[src/rtl/math_cabs_arb.sv]
// Round-robin scheduler sharing one math_cabs_16 magnitude pipeline between N requesters.
// Issues at most one tagged sample per cycle and returns each result with its requester ID in issue order.
module math_cabs_arb #(
  parameter int N   = 4,
  parameter int LAT = 9,
  parameter int IDW = 2
) (
  input  logic            clk,
  input  logic            rst,
  input  logic            en,
  input  logic [N-1:0]    req_valid,
  output logic [N-1:0]    req_ready,
  input  logic [N*16-1:0] req_a,
  input  logic [N*16-1:0] req_b,
  output logic            cabs_ena,
  output logic            cabs_rst,
  output logic [15:0]     cabs_dina,
  output logic [15:0]     cabs_dinb,
  input  logic [16:0]     cabs_dout,
  output logic            out_valid,
  output logic [IDW-1:0]  out_id,
  output logic [16:0]     out_data,
  output logic            busy
);

  logic [15:0] w_slice_a [N];
  logic [15:0] w_slice_b [N];

  for (genvar g = 0; g < N; g++) begin : g_slice
    assign w_slice_a[g] = req_a[16*g +: 16];
    assign w_slice_b[g] = req_b[16*g +: 16];
  end

  logic           r_rst_meta;
  logic           r_cabs_rst;
  logic [IDW-1:0] r_ptr;
  logic [15:0]    r_dina;
  logic [15:0]    r_dinb;
  logic [LAT:0]   r_tag_v;            // bit 0 is the issue tag, bit k tracks pipeline stage k
  logic [IDW-1:0] r_tag_id [LAT+1];
  logic           r_out_valid;
  logic [IDW-1:0] r_out_id;
  logic [16:0]    r_out_data;

  logic           w_can_grant;
  logic           w_found;
  logic           w_hs;
  logic [IDW-1:0] w_idx;
  logic [IDW-1:0] w_win_id;
  logic [N-1:0]   w_grant;

  assign w_can_grant = en & ~r_cabs_rst;

  // NOTE: every always_comb output gets a default first, so no path leaves it unassigned (no latch).
  always_comb begin
    w_found  = 1'b0;
    w_win_id = '0;
    w_idx    = '0;
    for (int k = 1; k <= N; k++) begin
      w_idx = IDW'((int'(r_ptr) + k) % N);
      if (!w_found && req_valid[w_idx]) begin
        w_found  = 1'b1;
        w_win_id = w_idx;
      end
    end
  end

  assign w_hs = w_can_grant & w_found;

  always_comb begin
    w_grant = '0;
    if (w_hs) w_grant[w_win_id] = 1'b1;
  end

  // cabs_rst follows rst low immediately and releases two clocks after rst rises.
  always_ff @(posedge clk or negedge rst) begin
    if (!rst) begin
      r_rst_meta <= 1'b1;
      r_cabs_rst <= 1'b1;
    end else begin
      r_rst_meta <= 1'b0;
      r_cabs_rst <= r_rst_meta;
    end
  end

  // NOTE: sequential state uses non-blocking assignments so every flop samples pre-edge values.
  always_ff @(posedge clk or negedge rst) begin
    if (!rst) begin
      r_ptr       <= IDW'(N - 1);
      r_dina      <= '0;
      r_dinb      <= '0;
      // NOTE: the tag pipe is reset; a stale valid bit would surface as a phantom result.
      r_tag_v     <= '0;
      for (int s = 0; s <= LAT; s++) r_tag_id[s] <= '0;
      r_out_valid <= 1'b0;
      r_out_id    <= '0;
      r_out_data  <= '0;
    end else begin
      if (w_hs) begin
        r_ptr  <= w_win_id;
        r_dina <= w_slice_a[w_win_id];
        r_dinb <= w_slice_b[w_win_id];
      end
      // Tags advance only with the pipeline enable so they stay aligned with cabs_dout.
      if (en) begin
        r_tag_v     <= {r_tag_v[LAT-1:0], w_hs};
        r_tag_id[0] <= w_win_id;
        for (int s = 1; s <= LAT; s++) r_tag_id[s] <= r_tag_id[s-1];
        r_out_valid <= r_tag_v[LAT];
        r_out_id    <= r_tag_id[LAT];
        r_out_data  <= cabs_dout;
      end else begin
        r_out_valid <= 1'b0;
      end
    end
  end

  assign req_ready = w_grant;
  assign cabs_ena  = en;
  assign cabs_rst  = r_cabs_rst;
  assign cabs_dina = r_dina;
  assign cabs_dinb = r_dinb;
  assign out_valid = r_out_valid;
  assign out_id    = r_out_id;
  assign out_data  = r_out_data;
  assign busy      = |r_tag_v;

endmodule

[config.mk]
export PLATFORM = sky130hd
export DESIGN_NAME = math_cabs_arb
export DESIGN_NICKNAME = d
export VERILOG_FILES = /design/src/rtl/math_cabs_arb.sv
export SDC_FILE = /design/constraint.sdc
export NUM_CORES = 1
export LEC_CHECK = 0
export ABC_AREA = 1
export BUFFER_PORTS_ARGS = -buffer_cell sky130_fd_sc_hd__buf_2
export CORE_UTILIZATION = 50
export DETAILED_ROUTE_END_ITERATION = 10
export PLACE_DENSITY = 0.83
export SETUP_SLACK_MARGIN = 0.02
export SYNTH_ARGS = -nofsm -noshare
export SYNTH_HDL_FRONTEND = slang
export SYNTH_SLANG_ARGS = --single-unit
[constraint.sdc]
create_clock -name clk -period 6.55 [get_ports clk]
set_clock_uncertainty 0.1 [all_clocks]
set_input_delay 0.655 -clock clk [delete_from_list [all_inputs] [get_ports clk]]
set_output_delay 0.655 -clock clk [all_outputs]
set_load 0.02 [all_outputs]
==> load_flow_metrics.sql, run 1 <==
INSERT INTO impl_metrics (metric_group, metric, value, unit) VALUES
('status', 'status', 'completed', ''),
('sta', 'worst-slew-pin-transition', '1.04', 'ns'),
('die', 'die-width', '102', 'um'),
('die', 'design.portCount', '211', ''),
('synthesis', 'ys_dominant_reg_cell', 'sky130_fd_sc_hd__dfrtp_1', ''),
('final_layout', 'layout_nets', '1084', ''),
('final_layout', 'post_route_cells_drive_above_1_share', '27.4', '%'),
('synthesis', 'syn_inst', '748', ''),
('setup_path', 'cp-start-kind', 'flop', ''),
('power', 'worst_case_vdd_ir_drop', '0.000320', 'V'),
('setup_path', 'reg2reg_setup_slack', '3.23', 'ns'),
('placed_design', 'post-dp-hpwl', '8690', 'um'),
('global_route', 'first_global_vias', '4659', ''),
('clock_tree', 'hold_buffers', '0', ''),
('final_layout', 'final_common_cell', 'sky130_fd_sc_hd__nand2_1', ''),
('sta', 'fin_worst_hold_slack', '0.259', 'ns'),
('setup_path', 'cpPeakStageDelay', '0.74', 'ns'),
('placed_design', 'place_congestion', '0.859', ''),
('die', 'placeableCoreArea', '9730', 'sq um'),
('final_layout', 'layout.cells.most_common_list', '314 x sky130_fd_sc_hd__nand2_1, 209 x sky130_fd_sc_hd__buf_2, 126 x sky130_fd_sc_hd__inv_1', ''),
('die', 'fp.dieH', '102', 'um'),
('setup_path', 'timing.critical_path.mode_cell', 'sky130_fd_sc_hd__nand2_1', ''),
('setup_path', 'critical_path_required', '5.79', 'ns'),
('clock_tree', 'cts_resized', '0', ''),
('setup_path', 'critPathMaxFanout', '84', ''),
('clock_tree', 'cts.path.max_buffers', '2', ''),
('setup_path', 'cp_data_arrival_time', '3.50', 'ns'),
('clock_tree', 'clk_pin_slew', '0.08', 'ns'),
('synthesis', 'synth-async-reset-ratio', '100', '%'),
('detailed_routing', 'route.top_layer_used', 'met4', ''),
('detailed_routing', 'avgViaCountPerCell', '4.79', ''),
('sta', 'tns', '0', 'ns'),
('final_layout', 'instances_no_fill', '1072', ''),
('power', 'static-leakage-power', '3.91', 'nW'),
('setup_path', 'slowest_stage', 'sky130_fd_sc_hd__nand2_4', ''),
('setup_path', 'cp.buffers_inverters', '3', ''),
('placed_design', 'post-place-ws', '2.55', 'ns'),
('sta', 'hold_viol_final', '0', ''),
('clock_tree', 'clock_tree.htree_level_count', '3', ''),
('power', 'power.density_cell_area', '458', 'nW/um^2'),
('setup_path', 'ordered_list_of_cells_on_the_worst_path', 'inv_6 > nand2_1 > nand2_1 > nand2_1 > nand2_1 > a21oi_1 > nand2_2 > nand2_4 > inv_2 > nor2_1 > buf_2', ''),
('min_path', 'hp-class', 'flop to flop', ''),
('sta', 'finalMaxSlewViolations', '0', ''),
('synthesis', 'synth-warning-count', '0', ''),
('detailed_routing', 'routedWlPerCell', '11.4', 'um'),
('global_route', 'groute.usage.overall', '24.3', '%'),
('detailed_routing', 'detailroute.wirelength.met2', '5870', 'um'),
('detailed_routing', 'wl_met1', '5230', 'um'),
('placed_design', 'portBuffers', '210', ''),
('detailed_routing', 'detail_route.wirelength', '12200', 'um'),
('sta', 'timing.final.crit_period', '4.26', 'ns'),
('final_layout', 'area_growth', '24.6', '%'),
('global_route', 'initial_antenna_violation_count', '2', ''),
('synthesis', 'sequential_to_total_area_share_from_yosys_stat', '43.0', '%'),
('synthesis', 'post_synth_instance_area', '5010', 'sq um'),
('synthesis', 'synth.avg_cell_area', '6.70', 'sq um'),
('global_route', 'grt_max_degree', '87', ''),
('power', 'p_total', '2.86', 'mW'),
('detailed_routing', 'drt-pass1-iter-count', '5', ''),
('final_layout', 'layout.filler_cells', '937', ''),
('sta', 'worst_slew_margin_rel', '30.7', '%'),
('clock_tree', 'tritoncts', 'built', ''),
('die', 'initial_utilization', '51.5', '%'),
('sta', 'maxClockFrequency', '235', 'MHz'),
('setup_path', 'timing.critical_path.to_type', 'primary output', ''),
('detailed_routing', 'drc_errors', '0', ''),
('sta', 'setup_slack', '2.29', 'ns'),
('synthesis', 'post_synthesis_net_count', '900', ''),
('clock_tree', 'cts_buffers', '9', ''),
('clock_tree', 'cts_root_buffer', 'sky130_fd_sc_hd__clkbuf_8', ''),
('sta', 'setup_viol', '0', '');
==> final timing paths <==
path                                 start  cells past startpoint            end
worst max register to register    r_ptr[0]                     12  cabs_dina[14]
min in group asynchronous              rst                      1   cabs_dinb[3]
worst min register to register  r_rst_meta                      0       cabs_rst
worst min-delay path            r_rst_meta                      0       cabs_rst
worst max-delay path              r_ptr[0]                     11   req_ready[2]
max in group asynchronous              rst                      1   cabs_dinb[4]
==> per-stage QoR <==
step,util [%],area [sq um]
after global placement,62.0,6030
after detailed placement,62.0,6030
final,64.2,6250
after floorplan,-,5010
after global routing,64.2,6250
after CTS,64.1,6240
==> power breakdown <==
part           total, mW  switching, mW  internal, mW
Clock              0.385          0.201         0.184
Sequential         0.813          0.110         0.704
Combinational       1.66           1.13         0.531
Total               2.86           1.44          1.42
==> layer usage <==
layer | up-vias | GRT usage [%]
met4 | 0 | 9.01
met1 | 2300 | 29.3
met5 | - | 0
li1 | 2604 | -
met3 | 25 | 5.40
met2 | 201 | 42.6
==> logic make-up after synthesis <==
group | Yosys count | share of synthesized area (%)
and+or+nand+nor | 475 | 41.0
buffers and inverters | 169 | 14.2
DFF | 86 | 43.0
AOI/OAI and AO/OA | 17 | 1.70
other | 1 | 0.0748
==> cells in the mapped netlist (3+ instances only) <==
master	number	share of area, %
sky130_fd_sc_hd__buf_4	10	1.5
sky130_fd_sc_hd__or2_1	6	0.75
sky130_fd_sc_hd__nor2_1	7	0.52
sky130_fd_sc_hd__or2_2	4	0.50
sky130_fd_sc_hd__inv_2	3	0.22
sky130_fd_sc_hd__inv_1	126	9.4
sky130_fd_sc_hd__dfstp_2	4	2.1
sky130_fd_sc_hd__nand2_2	8	1.0
sky130_fd_sc_hd__buf_2	8	0.80
sky130_fd_sc_hd__nand2_1	315	24
sky130_fd_sc_hd__a21oi_1	3	0.30
sky130_fd_sc_hd__nand3_1	118	12
sky130_fd_sc_hd__or2_0	5	0.62
sky130_fd_sc_hd__clkbuf_1	17	1.3
sky130_fd_sc_hd__dfrtp_1	82	41
sky130_fd_sc_hd__o21ai_0	13	1.3
sky130_fd_sc_hd__buf_6	3	0.67
sky130_fd_sc_hd__nor2_4	4	0.90
==> flip-flops by register name, indices dropped and copies added (netlist names) <==
signal / cells
r_rst_meta: 1
cabs_rst: 1
cabs_dinb: 16
out_id: 2
r_tag_v: 10
out_valid: 1
r_tag_id: 20
r_ptr: 2
cabs_dina: 16
out_data: 17
==> layout make-up <==
type	count	area (sq um)	area share [%]
Antenna cell	2	5.00	0.0801
Timing Repair Buffer	211	1060	17.0
Multi-Input combinational cell	493	2150	34.4
Inverter	131	497	7.95
Clock buffer	9	124	1.98
Sequential cell	86	2160	34.5
Clock inverter	7	88.8	1.42
Tap cell	133	166	2.66
(Power assumes the default switching activity.)
==> run 2: changes to the inputs <==
--- a/config.mk
+++ b/config.mk
@@ -7,9 +7,9 @@
 export LEC_CHECK = 0
 export ABC_AREA = 1
 export BUFFER_PORTS_ARGS = -buffer_cell sky130_fd_sc_hd__buf_2
-export CORE_UTILIZATION = 50
+export CORE_UTILIZATION = 44
 export DETAILED_ROUTE_END_ITERATION = 10
-export PLACE_DENSITY = 0.83
+export PLACE_DENSITY = 0.77
 export SETUP_SLACK_MARGIN = 0.02
 export SYNTH_ARGS = -nofsm -noshare
 export SYNTH_HDL_FRONTEND = slang
==> constraint.sdc (replaced) <==
create_clock -name clk -period 3.46 [get_ports clk]
set_clock_uncertainty 0.1 [all_clocks]
set_input_delay 0.346 -clock clk [delete_from_list [all_inputs] [get_ports clk]]
set_output_delay 0.346 -clock clk [all_outputs]
set_load 0.02 [all_outputs]
==> run 2 against run 1 <==
Sequential power increased by 89%. Global-route usage fell by 3.1 points. First-iteration DRC count rose by 21%. Hold slack worse by 0.17 ns. Critical path depth is 1 higher. Largest power group unchanged. Highest routed layer unchanged.
==> load_flow_metrics.sql, run 2 (synthesis results as in run 1) <==
INSERT INTO impl_metrics (metric_group, metric, value, unit) VALUES
('status', 'status', 'completed', ''),
('final_layout', 'post_route_cells_drive_above_1_share', '28.1', '%'),
('global_route', 'initial_antenna_violation_count', '0', ''),
('final_layout', 'num_antenna_cells', '0', ''),
('die', 'placeableCoreArea', '11000', 'sq um'),
('power', 'power.density_cell_area', '892', 'nW/um^2'),
('final_layout', 'layout.cells.most_common_list', '315 x sky130_fd_sc_hd__nand2_1, 209 x sky130_fd_sc_hd__buf_2, 126 x sky130_fd_sc_hd__inv_1', ''),
('setup_path', 'ordered_list_of_cells_on_the_worst_path', 'inv_6 > nand2_1 > nand2_1 > nand2_1 > nand2_2 > nor2_4 > nand3_2 > nand2_4 > nand2_4 > inv_2 > nor2_1 > buf_2', ''),
('global_route', 'grt_max_degree', '87', ''),
('die', 'die_area', '11800', 'sq um'),
('final_layout', 'final_common_cell', 'sky130_fd_sc_hd__nand2_1', ''),
('placed_design', 'post-dp-hpwl', '8620', 'um'),
('global_route', 'first_global_vias', '4550', ''),
('final_layout', 'layout_nets', '1094', ''),
('die', 'die-width', '109', 'um'),
('power', 'worst_case_vdd_ir_drop', '0.000581', 'V'),
('min_path', 'hp-class', 'input pin to asynchronous set/reset pin', ''),
('die', 'initial_utilization', '45.6', '%'),
('final_layout', 'layout.filler_cells', '1096', ''),
('power', 'p_total', '5.73', 'mW'),
('clock_tree', 'cts.sink_count', '86', ''),
('global_route', 'groute.usage.overall', '21.2', '%'),
('setup_path', 'cp.buffers_inverters', '3', ''),
('sta', 'finalMaxSlewViolations', '0', ''),
('sta', 'rsz0062_at_grt', 'false', ''),
('setup_path', 'timing.critical_path.mode_cell', 'sky130_fd_sc_hd__nand2_1', ''),
('sta', 'final_min_period_over_clock_period', '91.1', '%'),
('die', 'fp-row-count', '38', ''),
('sta', 'timing.final.crit_period', '3.15', 'ns'),
('setup_path', 'critical_path_required', '3.01', 'ns'),
('die', 'design.portCount', '211', ''),
('setup_path', 'critPathKind', 'flop to primary output', ''),
('clock_tree', 'cts_buffers', '9', ''),
('clock_tree', 'cts.path.max_buffers', '2', ''),
('global_route', 'grt_pass1_wl', '20000', 'um'),
('clock_tree', 'hold_buffers', '0', ''),
('placed_design', 'place_congestion', '0.793', ''),
('die', 'fp.dieH', '109', 'um'),
('clock_tree', 'cts_root_buffer', 'sky130_fd_sc_hd__clkbuf_16', ''),
('setup_path', 'slowest_stage', 'sky130_fd_sc_hd__dfstp_2', ''),
('detailed_routing', 'vias', '5063', ''),
('detailed_routing', 'routedWlPerCell', '11.0', 'um'),
('setup_path', 'cp_top_family', 'simple AND/OR/NAND/NOR gates', ''),
('detailed_routing', 'drt-pass1-iter-count', '5', ''),
('sta', 'worst-slew-pin-transition', '1.03', 'ns'),
('sta', 'maxClockFrequency', '317', 'MHz'),
('clock_tree', 'clk_pin_slew', '0.07', 'ns'),
('clock_tree', 'tritoncts', 'built', ''),
('sta', 'tns', '0', 'ns'),
('detailed_routing', 'drc_errors', '0', ''),
('setup_path', 'cp_data_arrival_time', '2.71', 'ns'),
('detailed_routing', 'drt_iter0_drc', '223', ''),
('power', 'static-leakage-power', '4.00', 'nW'),
('setup_path', 'cp-start-kind', 'flop', ''),
('final_layout', 'largest_register_ff_count', '20', ''),
('final_layout', 'area_growth', '28.2', '%'),
('clock_tree', 'clock_tree.htree_level_count', '3', ''),
('setup_path', 'cpPeakStageDelay', '0.65', 'ns'),
('final_layout', 'seq_area', '2160', 'sq um'),
('sta', 'setup_viol', '0', ''),
('setup_path', 'critPathMaxFanout', '35', ''),
('detailed_routing', 'drtAntennaViolNets', '0', ''),
('run', 'drv_cap', '0', ''),
('clock_tree', 'clk_latency', '0.33', 'ns'),
('detailed_routing', 'avgViaCountPerCell', '4.66', ''),
('sta', 'worst_slew_margin_rel', '31.3', '%'),
('placed_design', 'portBuffers', '210', ''),
('sta', 'hold_viol_final', '0', ''),
('final_layout', 'multi_input_area', '2140', 'sq um'),
('global_route', 'grt_overflow_total', '0', ''),
('setup_path', 'timing.critical_path.to_type', 'primary output', ''),
('final_layout', 'most_flops_register', 'r_tag_id', ''),
('detailed_routing', 'detail_route.wirelength', '11900', 'um');
-- run 2: per-stage QoR --
step	hold WS (ns)	area [sq um]	utilization [%]	setup WS, ns	std cells
final	0.0917	6420	58.5	0.308	1087
after floorplan	-0.0496	5010	-	1.04	748
after detailed placement	0.248	6080	55.3	0.606	1065
after CTS	0.102	6380	58.1	0.231	1081
after global routing	0.102	6420	58.5	0.0574	1087
after global placement	0.247	6080	55.3	0.669	1065
-- run 2: report_power, final --
part	switching, mW	leakage, nW	internal (mW)	total, mW
logic	2.17	2.78	1.09	3.25
clock network	0.426	0.144	0.510	0.936
registers	0.207	1.07	1.33	1.54
-- run 2: area by class of cell --
class / count / share of cell area, %
multi-input combinational: 493 / 33.4
sequential: 86 / 33.6
clock buffer: 9 / 3.51
timing repair buffer: 221 / 17.9
clock inverter: 7 / 1.17
tap: 140 / 2.73
inverter: 131 / 7.73
-- run 2: worst paths after layout --
check,from,end,slack [ns],cells past startpoint
setup / recovery,r_ptr[0],req_ready[0],0.31,12
hold / removal,rst,out_data[15],0.09,1
setup reg to reg,r_ptr[0],r_ptr[1],0.75,11
hold reg to reg,r_rst_meta,cabs_rst,0.26,0
max in group asynchronous,rst,cabs_dina[4],2.51,1
min in group clk,cabs_dout[7],out_data[7],0.11,3
-- run 2: routing by layer --
layer  part of all wire [%]  global-route usage, %
met5                      0                      0
met4                    2.2                   7.14
met3                    5.5                   4.18
met2                     48                   37.3
met1                     44                   26.0
-- run 2: what timing repair did --
action	4_1_cts	5_1_grt
setup buffers	0	6
resized for setup	0	0
endpoints found under the setup margin	0	3
-- run 2: worst register-to-register path, cell delays in order (launching register included) --
cell and delay, ns:
sky130_fd_sc_hd__dfstp_2 0.65, sky130_fd_sc_hd__inv_6 0.08, sky130_fd_sc_hd__nand2_1 0.07, sky130_fd_sc_hd__nand2_1 0.08
sky130_fd_sc_hd__nand2_1 0.09, sky130_fd_sc_hd__nand2_2 0.09, sky130_fd_sc_hd__nor3_2 0.19, sky130_fd_sc_hd__nand2_1 0.07
sky130_fd_sc_hd__nand2_1 0.40, sky130_fd_sc_hd__buf_4 0.39, sky130_fd_sc_hd__inv_2 0.20, sky130_fd_sc_hd__o21ai_0 0.22
==> run 3: changes to the inputs <==
--- a/config.mk
+++ b/config.mk
@@ -9,7 +9,7 @@
 export BUFFER_PORTS_ARGS = -buffer_cell sky130_fd_sc_hd__buf_2
 export CORE_UTILIZATION = 44
 export DETAILED_ROUTE_END_ITERATION = 10
-export PLACE_DENSITY = 0.77
+export PLACE_DENSITY_LB_ADDON = 0.05
 export SETUP_SLACK_MARGIN = 0.02
 export SYNTH_ARGS = -nofsm -noshare
 export SYNTH_HDL_FRONTEND = slang
==> run 3 against run 2 <==
Flip-flop and latch count unchanged. Die area unchanged. Global-route usage increased by 2.2 points. Critical path depth is the same. Core utilization grew 0.23 points. Hold slack better by 0.018 ns. Via count is 1.9% higher. Critical endpoint is now req_ready[3]. Highest routed layer unchanged.
==> load_flow_metrics.sql, run 3 (synthesis results as in run 1) <==
INSERT INTO impl_metrics (metric_group, metric, value, unit) VALUES
('placed_design', 'numPlacedInstances', '1067', ''),
('global_route', 'groute.usage.overall', '23.4', '%'),
('final_layout', 'largest_register_ff_count', '20', ''),
('global_route', 'first_global_vias', '4884', ''),
('clock_tree', 'tritoncts', 'built', ''),
('global_route', 'grt_overflow_total', '0', ''),
('global_route', 'grt_pass1_wl', '21700', 'um'),
('clock_tree', 'clock_tree.htree_level_count', '3', ''),
('sta', 'maxClockFrequency', '312', 'MHz'),
('die', 'fp.dieH', '109', 'um'),
('sta', 'final_min_period_over_clock_period', '92.7', '%'),
('clock_tree', 'cts_buffers', '9', ''),
('clock_tree', 'cts.sink_count', '86', ''),
('setup_path', 'critPathMaxFanout', '39', ''),
('clock_tree', 'clk_pin_slew', '0.07', 'ns'),
('sta', 'finalMaxSlewViolations', '0', ''),
('run', 'drv_cap', '0', ''),
('detailed_routing', 'avgViaCountPerCell', '4.73', ''),
('setup_path', 'timing.critical_path.to_type', 'primary output', ''),
('sta', 'setup_slack', '0.254', 'ns'),
('power', 'worst_case_vdd_ir_drop', '0.000516', 'V'),
('die', 'die-width', '109', 'um'),
('sta', 'hold_viol_final', '0', ''),
('power', 'static-leakage-power', '4.01', 'nW'),
('final_layout', 'final_common_cell', 'sky130_fd_sc_hd__nand2_1', ''),
('global_route', 'initial_antenna_violation_count', '0', ''),
('sta', 'timing.final.crit_period', '3.21', 'ns'),
('final_layout', 'layout.filler_cells', '1036', ''),
('final_layout', 'num_antenna_cells', '0', ''),
('sta', 'rsz0062_at_grt', 'true', ''),
('detailed_routing', 'detail_route.wirelength', '13200', 'um'),
('die', 'design.portCount', '211', ''),
('detailed_routing', 'drt_iter0_drc', '273', ''),
('die', 'placeableCoreArea', '11000', 'sq um'),
('placed_design', 'post-place-ws', '0.526', 'ns'),
('global_route', 'grt_max_degree', '87', ''),
('sta', 'worst-slew-pin-transition', '1.06', 'ns'),
('final_layout', 'layout.cells.most_common_list', '315 x sky130_fd_sc_hd__nand2_1, 209 x sky130_fd_sc_hd__buf_2, 126 x sky130_fd_sc_hd__inv_1', ''),
('detailed_routing', 'drtAntennaViolNets', '0', ''),
('setup_path', 'critical_path_required', '3.01', 'ns'),
('sta', 'tns', '0', 'ns'),
('status', 'status', 'completed', ''),
('final_layout', 'layout_nets', '1097', ''),
('final_layout', 'instances_no_fill', '1090', ''),
('final_layout', 'most_flops_register', 'r_tag_id', ''),
('clock_tree', 'cts_root_buffer', 'sky130_fd_sc_hd__clkbuf_16', ''),
('power', 'power.density_cell_area', '902', 'nW/um^2'),
('detailed_routing', 'routedWlPerCell', '12.1', 'um'),
('setup_path', 'cp_data_arrival_time', '2.76', 'ns'),
('detailed_routing', 'drc_errors', '0', ''),
('final_layout', 'post_route_cells_drive_above_1_share', '28.3', '%'),
('die', 'die_area', '11800', 'sq um'),
('clock_tree', 'clk_latency', '0.33', 'ns'),
('min_path', 'hp-class', 'input pin to flop', ''),
('detailed_routing', 'drt-pass1-iter-count', '4', ''),
('clock_tree', 'hold_buffers', '0', ''),
('die', 'fp-row-count', '38', ''),
('final_layout', 'area_growth', '28.7', '%'),
('setup_path', 'cp-start-kind', 'flop', ''),
('placed_design', 'place_congestion', '0.899', ''),
('clock_tree', 'cts.path.max_buffers', '2', ''),
('sta', 'setup_viol', '0', ''),
('sta', 'worst_slew_margin_rel', '29.6', '%'),
('setup_path', 'critPathKind', 'flop to primary output', ''),
('placed_design', 'portBuffers', '210', ''),
('placed_design', 'post-dp-hpwl', '9750', 'um'),
('die', 'initial_utilization', '45.6', '%'),
('detailed_routing', 'vias', '5161', '');
==> run 3: cell types whose count changed in the layout (fill, tap and decap cells not counted) <==
cell / change
sky130_fd_sc_hd__nand2_4: -1
sky130_fd_sc_hd__bufinv_16: +1
sky130_fd_sc_hd__clkinvlp_4: +1
sky130_fd_sc_hd__clkinv_8: -1
sky130_fd_sc_hd__buf_4: +4
sky130_fd_sc_hd__clkbuf_8: +1
sky130_fd_sc_hd__clkinv_2: +1
sky130_fd_sc_hd__buf_12: -1
sky130_fd_sc_hd__inv_6: +2
sky130_fd_sc_hd__inv_8: -3
sky130_fd_sc_hd__clkinv_4: -2
sky130_fd_sc_hd__nand2_8: +1
==> run 3: final cells by class <==
cell class / count / area [sq um] / share of cell area, %
clock inverter: 6 / 67.6 / 1.05
inverter: 131 / 497 / 7.70
sequential: 86 / 2160 / 33.5
timing repair buffer: 224 / 1160 / 18.0
multi-input combinational: 493 / 2150 / 33.4
tap: 140 / 175 / 2.72
clock buffer: 10 / 239 / 3.71
==> run 3: metrics by stage <==
| stage | power, mW | util (%) | instance area [sq um] | hold slack (ns) |
|---|---|---|---|---|
| CTS | 5.78 | 58.1 | 6390 | 0.0909 |
| global route | 6.34 | 58.7 | 6450 | 0.0926 |
| global placement | 4.70 | 55.4 | 6080 | 0.250 |
| floorplan | 4.08 | - | 5010 | -0.0496 |
| detailed placement | 4.76 | 55.4 | 6080 | 0.253 |
| finish | 5.81 | 58.7 | 6450 | 0.109 |
==> run 3: layer usage <==
metal / track usage, % / part of all wire (%) / routed length, um
met1: 29.3 / 44 / 5870
met2: 40.6 / 49 / 6520
met3: 3.95 / 4.7 / 624
met4: 8.11 / 1.4 / 187
met5: 0 / 0 / 0
==> run 3: worst paths after layout <==
| check | startpoint | endpoint | depth (start not counted) | slack, ns |
|---|---|---|---|---|
| setup / recovery | r_ptr[0] | req_ready[3] | 12 | 0.25 |
| max in group asynchronous | rst | cabs_dinb[2] | 1 | 2.48 |
| hold reg to reg | r_rst_meta | cabs_rst | 0 | 0.26 |
| setup reg to reg | r_ptr[0] | cabs_dinb[5] | 13 | 0.72 |
| hold / removal | cabs_dout[3] | out_data[3] | 3 | 0.11 |
| min in group asynchronous | rst | out_data[10] | 1 | 0.12 |
==> run 3: worst max-delay path, cell delays in order, from the launching register on <==
cell and delay [ns]:
sky130_fd_sc_hd__dfstp_2 0.65, sky130_fd_sc_hd__inv_6 0.07, sky130_fd_sc_hd__nand2_1 0.06, sky130_fd_sc_hd__nand2_1 0.09
sky130_fd_sc_hd__nand2_1 0.09, sky130_fd_sc_hd__nand2_2 0.10, sky130_fd_sc_hd__nor2_4 0.11, sky130_fd_sc_hd__nand3_2 0.10
sky130_fd_sc_hd__nand2_4 0.32, sky130_fd_sc_hd__nand2_8 0.23, sky130_fd_sc_hd__buf_4 0.28, sky130_fd_sc_hd__nor2_1 0.14
sky130_fd_sc_hd__buf_2 0.17
==> run 3: timing repair <==
action / 4_1_cts / 5_1_grt
gates resized for setup: 0 / 1
endpoints found under the hold margin: 0 / 0
setup buffers: 0 / 7
setup endpoints to repair: 0 / 4
==> run 3: power breakdown <==
| part | total [mW] | switching (mW) | internal [mW] |
|---|---|---|---|
| clock | 0.992 | 0.409 | 0.583 |
| sequential | 1.54 | 0.206 | 1.33 |
| combinational | 3.28 | 2.19 | 1.09 |
